<file path="config.mk">
export PLATFORM = sky130hd
export DESIGN_NAME = rr_arbiter16_activelow
export DESIGN_NICKNAME = d
export VERILOG_FILES = /design/src/rtl/rr_arbiter16_activelow.sv
export SDC_FILE = /design/constraint.sdc
export NUM_CORES = 1
export LEC_CHECK = 0
export ABC_CLOCK_PERIOD_IN_PS = 8070
export CORE_UTILIZATION = 45
export CTS_BUF_LIST = sky130_fd_sc_hd__clkbuf_4 sky130_fd_sc_hd__clkbuf_8 sky130_fd_sc_hd__clkbuf_16
export CTS_CLUSTER_DIAMETER = 120
export CTS_CLUSTER_SIZE = 16
export DETAILED_ROUTE_END_ITERATION = 7
export PLACE_DENSITY = 0.72
export SKIP_CTS_REPAIR_TIMING = 1
export SLEW_MARGIN = 20
export SYNTH_ARGS = -nofsm -noshare
export SYNTH_HDL_FRONTEND = slang
export SYNTH_SLANG_ARGS = --single-unit
</file>
<file path="constraint.sdc">
create_clock -name clk -period 8.07 [get_ports clk]
set_input_delay 0.807 -clock clk [delete_from_list [all_inputs] [get_ports clk]]
set_output_delay 0.807 -clock clk [all_outputs]
set_load 0.1 [all_outputs]
</file>
<file path="src/rtl/rr_arbiter16_activelow.sv">
// Round-robin arbiter for 16 requesters driving a one-hot active-low grant bank.
// A grant is held for at most MAX_HOLD cycles under contention, with one idle cycle between grants.
module rr_arbiter16_activelow #(
  parameter int unsigned MAX_HOLD = 8
) (
  input  logic        clk,
  input  logic        rst_n,
  input  logic        en_n,
  input  logic [15:0] req,
  output logic [15:0] gnt_n,
  output logic [3:0]  gnt_idx,
  output logic        gnt_valid
);

  localparam logic [7:0] CNT_MAX = 8'(MAX_HOLD - 1);

  typedef enum logic {IDLE, GRANT} state_t;

  state_t      state, state_d;
  logic [3:0]  ptr, ptr_d;
  logic [3:0]  idx, idx_d;
  logic [7:0]  cnt, cnt_d;
  logic [15:0] gnt_n_d;
  logic [3:0]  gnt_idx_d;
  logic        gnt_valid_d;

  logic        found;
  logic [3:0]  pick;
  logic [3:0]  cand;
  logic        others;
  logic        release_now;

  // Rotating priority search: the first set request at or after ptr, wrapping at 16.
  always_comb begin
    found = 1'b0;
    pick  = ptr;
    cand  = ptr;
    for (int i = 0; i < 16; i++) begin
      cand = ptr + 4'(i);
      if (!found && req[cand]) begin
        found = 1'b1;
        pick  = cand;
      end
    end
  end

  assign others      = |(req & ~(16'h0001 << idx));
  assign release_now = !req[idx] || en_n || ((cnt == CNT_MAX) && others);

  always_comb begin
    // NOTE: every output of this block gets a default first, so no path leaves one unassigned and no latch is inferred.
    state_d     = state;
    ptr_d       = ptr;
    idx_d       = idx;
    cnt_d       = cnt;
    gnt_n_d     = 16'hFFFF;
    gnt_idx_d   = 4'd0;
    gnt_valid_d = 1'b0;

    unique case (state)
      IDLE: begin
        if (!en_n && found) begin
          state_d     = GRANT;
          idx_d       = pick;
          cnt_d       = 8'd0;
          gnt_n_d     = ~(16'h0001 << pick);
          gnt_idx_d   = pick;
          gnt_valid_d = 1'b1;
        end
      end
      GRANT: begin
        if (release_now) begin
          state_d = IDLE;
          cnt_d   = 8'd0;
          ptr_d   = idx + 4'd1;
        end else begin
          // Saturate so an uncontended holder keeps its grant indefinitely.
          cnt_d       = (cnt == CNT_MAX) ? cnt : cnt + 8'd1;
          gnt_n_d     = ~(16'h0001 << idx);
          gnt_idx_d   = idx;
          gnt_valid_d = 1'b1;
        end
      end
      default: state_d = IDLE;
    endcase
  end

  // NOTE: state and registered outputs use non-blocking assignments so every flop samples pre-edge values.
  always_ff @(posedge clk) begin
    if (!rst_n) begin
      state     <= IDLE;
      ptr       <= 4'd0;
      idx       <= 4'd0;
      cnt       <= 8'd0;
      gnt_n     <= 16'hFFFF;
      gnt_idx   <= 4'd0;
      gnt_valid <= 1'b0;
    end else begin
      state     <= state_d;
      ptr       <= ptr_d;
      idx       <= idx_d;
      cnt       <= cnt_d;
      gnt_n     <= gnt_n_d;
      gnt_idx   <= gnt_idx_d;
      gnt_valid <= gnt_valid_d;
    end
  end

endmodule

</file>
# == Yosys cells after proc, flatten, opt, wreduce, memory -nomap -nowiden ==
# Index checks and enable logic that the tools add are counted.
# op_classes
div_mod_pow,0
mux,78
multipliers,0
n_shift,2
reduce_logical,40
order_cmp,17
eq_ne,3
n_addsub,17
bitwise_logic,4
# ops
operator,n
"< comparator 4 x 5 -> 1 bit, second input constant",17
binary-select mux 1 bit (select 4 bit),17
2-to-1 mux 4 bit,17
2-to-1 mux 1 bit,35
"adder 4 bit, second input constant",8
2-to-1 mux 16 bit,2
NOT 16 bit,2
case mux 16 bit (2 select lines),1
"left shift 1 x 4 -> 16 bit, first input constant",2
2-to-1 mux 8 bit,3
logical AND 1 bit,17
zero test 1 bit,17
"adder 4 x 3 -> 4 bit, second input constant",4
AND 16 bit,1
case mux 8 bit (2 select lines),1
OR reduction 16 bit,1
"adder 4 x 1 -> 4 bit, second input constant",2
"adder 4 x 2 -> 4 bit, second input constant",2
"adder 8 x 1 -> 8 bit, second input constant",1
"== test 8 x 3 -> 1 bit, second input constant",1
case mux 4 bit (2 select lines),1
AND reduction 2 bit,3
"inequality test 3 bit, second input constant",1
logical OR 1 bit,2
other kinds (3),3
# word_totals
reg_bits,37
latch_bits,0
elab_cells,167
mem_bits_ro,0
memories,0
in_bits,19
out_inout_bits,21
ramBits,0

# == Depth between registers and ports, before layout ==
# logic_depth
ltp_word,52
ltp_mapped,19
ltp_nobuf,11

# == Worst setup path after synthesis ==
# Ideal clock, no wire load.
# synth_path
kind,register to register
from,reg ptr[1]
to,reg gnt_n[6]
t_arrival_ps,4380
stages_incl_launch_ff,17
t_required_ps,7991
setup_time_ps,79
slack_ps,3611
n_path_buf,5
synth_period_minus_slack_ps,4459
path_cell_list,dfxtp_1 -> buf_2 -> buf_4 -> buf_2 -> inv_1 -> ha_1 -> buf_6 -> mux4_1 -> mux2i_2 -> mux2i_2 -> or3b_4 -> or4_4 -> a311oi_2 -> a221oi_2 -> or2_1 -> buf_6 -> a32oi_1
# synth_between
elab_chain_len,52
word_cells_on_any_way,113
classes_between,add/sub: 15; shift: 1; mux: 65; bitwise: 1; reduce/logical: 31
# synth_rtl
element,line_no,source
from (decl),20,"logic [3:0] ptr, ptr_d;"
from (signal assigned),100,ptr <= ptr_d;
"parallel branches: the longest is 50 deep, another holds adder 4 x 1 -> 4 bit",n/a,
2-to-1 mux 16 bit *,62,if (!en_n && found) begin
case mux 16 bit (2 select lines) *,60,unique case (state)
to (signal assigned),103,gnt_n <= gnt_n_d;
to (decl),10,"output logic [15:0] gnt_n,"
# Mark *: on every way between the ends. The select of a mux whose other input is x is not followed.
# A chain may end at the register's enable or synchronous reset.

# == Worst setup path in the final report ==
# layout_path
from,reg ptr[1]
to,reg gnt_n[10]
# The elaborated chain is that of the path after synthesis.

==> results by stage <==
Outcome:
- The run finished with clean final reports.

Logic synthesis:
- The complex-gate fraction of the synthesized area is 0.232.
- Of the total synthesized cell area, the portion taken by XOR and XNOR cells is 0.0360.
- The flop and latch count out of synthesis is 37.
- The share of the Yosys chip area taken by registers is 0.159.
- The simple-gate share of the synthesized area is 0.192.
- The synthesized design contains 0 enable-type register cells.
- The most instantiated flip-flop cell in the synthesis netlist is dfxtp_1.
- Of the total synthesized cell area, the portion taken by full adders, half adders and majority gates is 0.0376.
- By area, the combinational part of the netlist is dominated by multiplexers.
- The share of synthesized area in the top cell type comes to 0.179.
- The cell area after technology mapping is 0.00466 mm2.
- The most area-hungry cell type in the Yosys netlist is mux4_2.
- For this run, asynchronously set or reset flops after synthesis account for 0.
- The cell count after synthesis came out at 527.
- A synthesized cell averages 8.84 um2.
- The count of warnings emitted by yosys is 0.
- By area the synthesized netlist is led by mux4_2 18%, dfxtp_1 16%, mux2i_1 4.5%.
- Counting distinct cell types in the post-synthesis netlist gives 82.
- The multiplexer share of the synthesized area is 0.282.
- When the netlist entered floorplanning its net count stood at 560.

Drt:
- The ratio of routed vias to standard cells is 6.95.
- The DRC violation count after routing is 0.
- The count of TritonRoute iterations in the first routing pass is 5.
- For this block, the routed nets add up to 15200 um of wire.
- The number of violations reported at the end of detailed-routing iteration 0 is 447.
- The number of nets with antenna violations after routing is 0.
- In the final routed layout, each cell accounts on average for 22.5 um.
- The final route contains 4686 vias.

Timing:
- The transition time at the pin with the least slew margin is 1.06 ns.
- Setup repair after global routing left no endpoint under its margin.
- The clock skew after layout is 0.00686 ns.
- In the finished design, the share of the clock period the worst path needs comes to 0.675.
- The count of endpoints failing hold in the final timing report is 0.
- In this run the tightest slew margin relative to its limit is 0.291.
- Setup violations remaining at the end of the flow were counted as 0.
- The worst path needs 5.45 ns of the cycle, external delays included.
- For this run, the top clock speed supported by timing is 184 MHz.
- Setup total negative slack on the finished layout was measured at 0 ns.
- The max-slew violation count was 0.

GRT:
- The number of antenna violations at the first check in global routing was 0.
- The total global routing overflow is 0.
- The fraction of met2 tracks used by global routing is 0.439.
- The most used routing layer in global routing is met2.
- The first global-routing pass estimated 24200 um of wire.
- In the global route stage, met1 resource usage came out at 0.376.
- For this run, the total global-route usage over all layers was measured as 0.283.
- Entering global routing, the biggest net connects 29 pins.
- The via count of the first global-routing pass is 4510.
- The met3 global-route usage is 0.0642.

Layout:
- Of the cells placed in the final design, the portion with a size suffix greater than 1 is 0.177.
- From synthesis to final layout, the design area changed by 11.3%.
- The filler cells instantiated in the layout total 950.
- The repair_antennas step left the layout with diodes totalling 0.
- After the last flow step, the layout net total stands at 573.

Placement:
- Routability-driven placement finished with a final weighted congestion of 0.965.
- The sum of net half-perimeters after detailed placement is 11100 um.
- The count of port buffers added during placement is 39.

Clock network:
- Counting the buffers created by CTS gives 5.
- The H-tree was split into 2 levels.
- The clock passes through at most 2 buffers.
- The clock reaches the later pin of the worst-skew pair after 0.31 ns.
- The count of clock tree sinks is 37.
- The TritonCTS clock tree is yes.
- After clock tree synthesis, the clock-pin slew on the worst setup and hold paths is 0.08 ns.
- The cell sitting at the root of the clock tree is a clkbuf_8.

Setup path:
- The worst endpoint data arrival time is 5.61 ns.
- The worst setup path is launched from a flop.
- Data on the critical path is required at its endpoint by 8.23 ns.
- For this run, the slowest stage of the critical path takes 1.06 ns.
- Among all stages on the critical path, the largest delay is contributed by ha_1.
- The critical path goes through buf_4 > inv_1 > ha_1 > mux4_1 > mux2i_2 > mux2i_2 > or3b_4 > or4_4 > a311oi_2 > a221oi_2 > nor2_1 > a32oi_1.
- The worst setup path is of the flop to flop kind.
- In this design, the critical path's most frequently occurring cell is mux2i_2.
- The kind of capture point of the worst setup path is a flop.
- The maximum fanout along the worst path is 27.

Die:
- The I/O pin count is 40.
- The die outline width is 104 um.
- The die covers 0.0108 mm2.
- The initial standard-cell utilization of the core is 0.470.
- In this run the vertical extent of the chip is 104 um.
- The total area inside the core boundary comes to 0.00991 mm2.
- The floorplan has 36 rows.

Worst hold path:
- The class of the tightest hold or removal check is flop to flop.

Power:
- The analysis attributes to cell leakage a power of 1.79 nW.
- The power density relative to cell area is 186 mW/mm2.
- The worst IR drop on VDD is 0.000143 V.
- The total chip power is 0.964 mW.

Job:
- The tool flagged a number of max-cap violations equal to 0.
-- registers in the layout, indices dropped and copies added, names as in the netlist --
name     cells
gnt_n       16
ptr          4
state        1
idx          4
gnt_idx      4
cnt          8
-- stage by stage --
step	instances	util	cell area (um2)	worst slack (ns)	hold slack (ns)
3_3_place_gp	666	0.510	5050	2.92	0.465
5_1_grt	674	0.523	5180	2.29	0.534
4_1_cts	674	0.523	5180	2.65	0.480
3_5_place_dp	666	0.510	5050	2.66	0.468
2_1_floorplan	527	-	4660	3.61	0.444
6_report	674	0.523	5180	2.62	0.481
-- layout make-up --
| class | instances | area, um2 | share of cell area |
|---|---|---|---|
| tap | 133 | 166 | 0.0321 |
| timing repair buffer | 45 | 435 | 0.0840 |
| clock inverter | 3 | 65.1 | 0.0125 |
| clock buffer | 5 | 68.8 | 0.0133 |
| multi-input combinational | 429 | 3630 | 0.699 |
| sequential | 37 | 741 | 0.143 |
| inverter | 22 | 82.6 | 0.0159 |
-- synth_stat cells, drive strengths merged, types with 4 or more instances --
| master | number |
|---|---|
| xnor2 | 9 |
| clkbuf | 19 |
| and2 | 9 |
| nand2b | 8 |
| nor2b | 4 |
| a311oi | 4 |
| dfxtp | 37 |
| or3b | 4 |
| a21boi | 5 |
| buf | 20 |
| o21a | 5 |
| o211ai | 4 |
| and3 | 6 |
| mux2 | 13 |
| o22ai | 10 |
| mux2i | 27 |
| nor2 | 42 |
| nand2 | 42 |
| nor3b | 5 |
| nor4 | 8 |
| nand3 | 12 |
| inv | 22 |
| xor2 | 5 |
| nor3 | 13 |
| a31oi | 6 |
| ha | 14 |
| mux4 | 38 |
| a32oi | 17 |
| nand4 | 4 |
| a21oi | 40 |
| or3 | 4 |
| o21ai | 19 |
-- metal layers --
metal | share of wire | up-vias
li1 | - | 2073
met1 | 0.40 | 2258
met2 | 0.46 | 311
met3 | 0.11 | 44
met4 | 0.037 | 0
met5 | 0 | -
-- worst paths after layout --
| kind | slack (ns) | endpoint | from | depth (start not counted) |
|---|---|---|---|---|
| worst max register to register | 2.62 | gnt_n[10] | ptr[1] | 12 |
| worst max-delay path | 2.62 | gnt_n[10] | ptr[1] | 12 |
| worst min-delay path | 0.48 | cnt[1] | cnt[1] | 2 |
| worst min register to register | 0.48 | cnt[1] | cnt[1] | 2 |
-- cells in the final DEF (no fill, tap or decap), types with 4 or more instances in the layout --
| master | count |
|---|---|
| nand2_1 | 42 |
| nor2_1 | 42 |
| a21oi_1 | 40 |
| clkdlybuf4s50_1 | 39 |
| mux4_2 | 37 |
| dfxtp_1 | 37 |
| mux2i_1 | 21 |
| inv_1 | 20 |
| a32oi_1 | 17 |
| ha_1 | 14 |
| nor3_1 | 13 |
| mux2_2 | 12 |
| o21ai_0 | 12 |
| nand3_1 | 12 |
| o22ai_1 | 10 |
| nand2b_1 | 8 |
| and2_1 | 7 |
| nor4_1 | 7 |
| o21ai_1 | 7 |
| xnor2_2 | 6 |
| and3_1 | 6 |
| a31oi_1 | 6 |
| buf_4 | 6 |
| mux2i_2 | 5 |
| xor2_1 | 5 |
| a21boi_0 | 5 |
| clkbuf_8 | 5 |
| or3_1 | 4 |
| o21a_1 | 4 |
| o211ai_1 | 4 |
| nor2b_1 | 4 |
-- cells by family after synthesis --
logic type	after synthesis
AND/OR/NAND/NOR	171
AO/OA/AOI/OAI	152
multiplexers	78
buffers and inverters	61
flip-flops	37
XOR/XNOR	14
adder cells (fa/ha/maj)	14
-- power by group --
group / switching [mW] / internal [mW] / leakage [nW] / total (mW)
Sequential: 0.0133 / 0.192 / 0.300 / 0.205
Clock: 0.0727 / 0.123 / 0.0681 / 0.195
Combinational: 0.355 / 0.208 / 1.42 / 0.564
-- worst max-delay path: cells and delay by family (launching register included) --
family	cells	cell delay (ns)
multiplexers	3	1.18
flip-flops	1	0.31
AND/OR/NAND/NOR	3	1.55
AO/OA/AOI/OAI	3	0.56
buffers and inverters	2	0.64
adder cells (fa/ha/maj)	1	1.06
(Power assumes the default switching activity.)
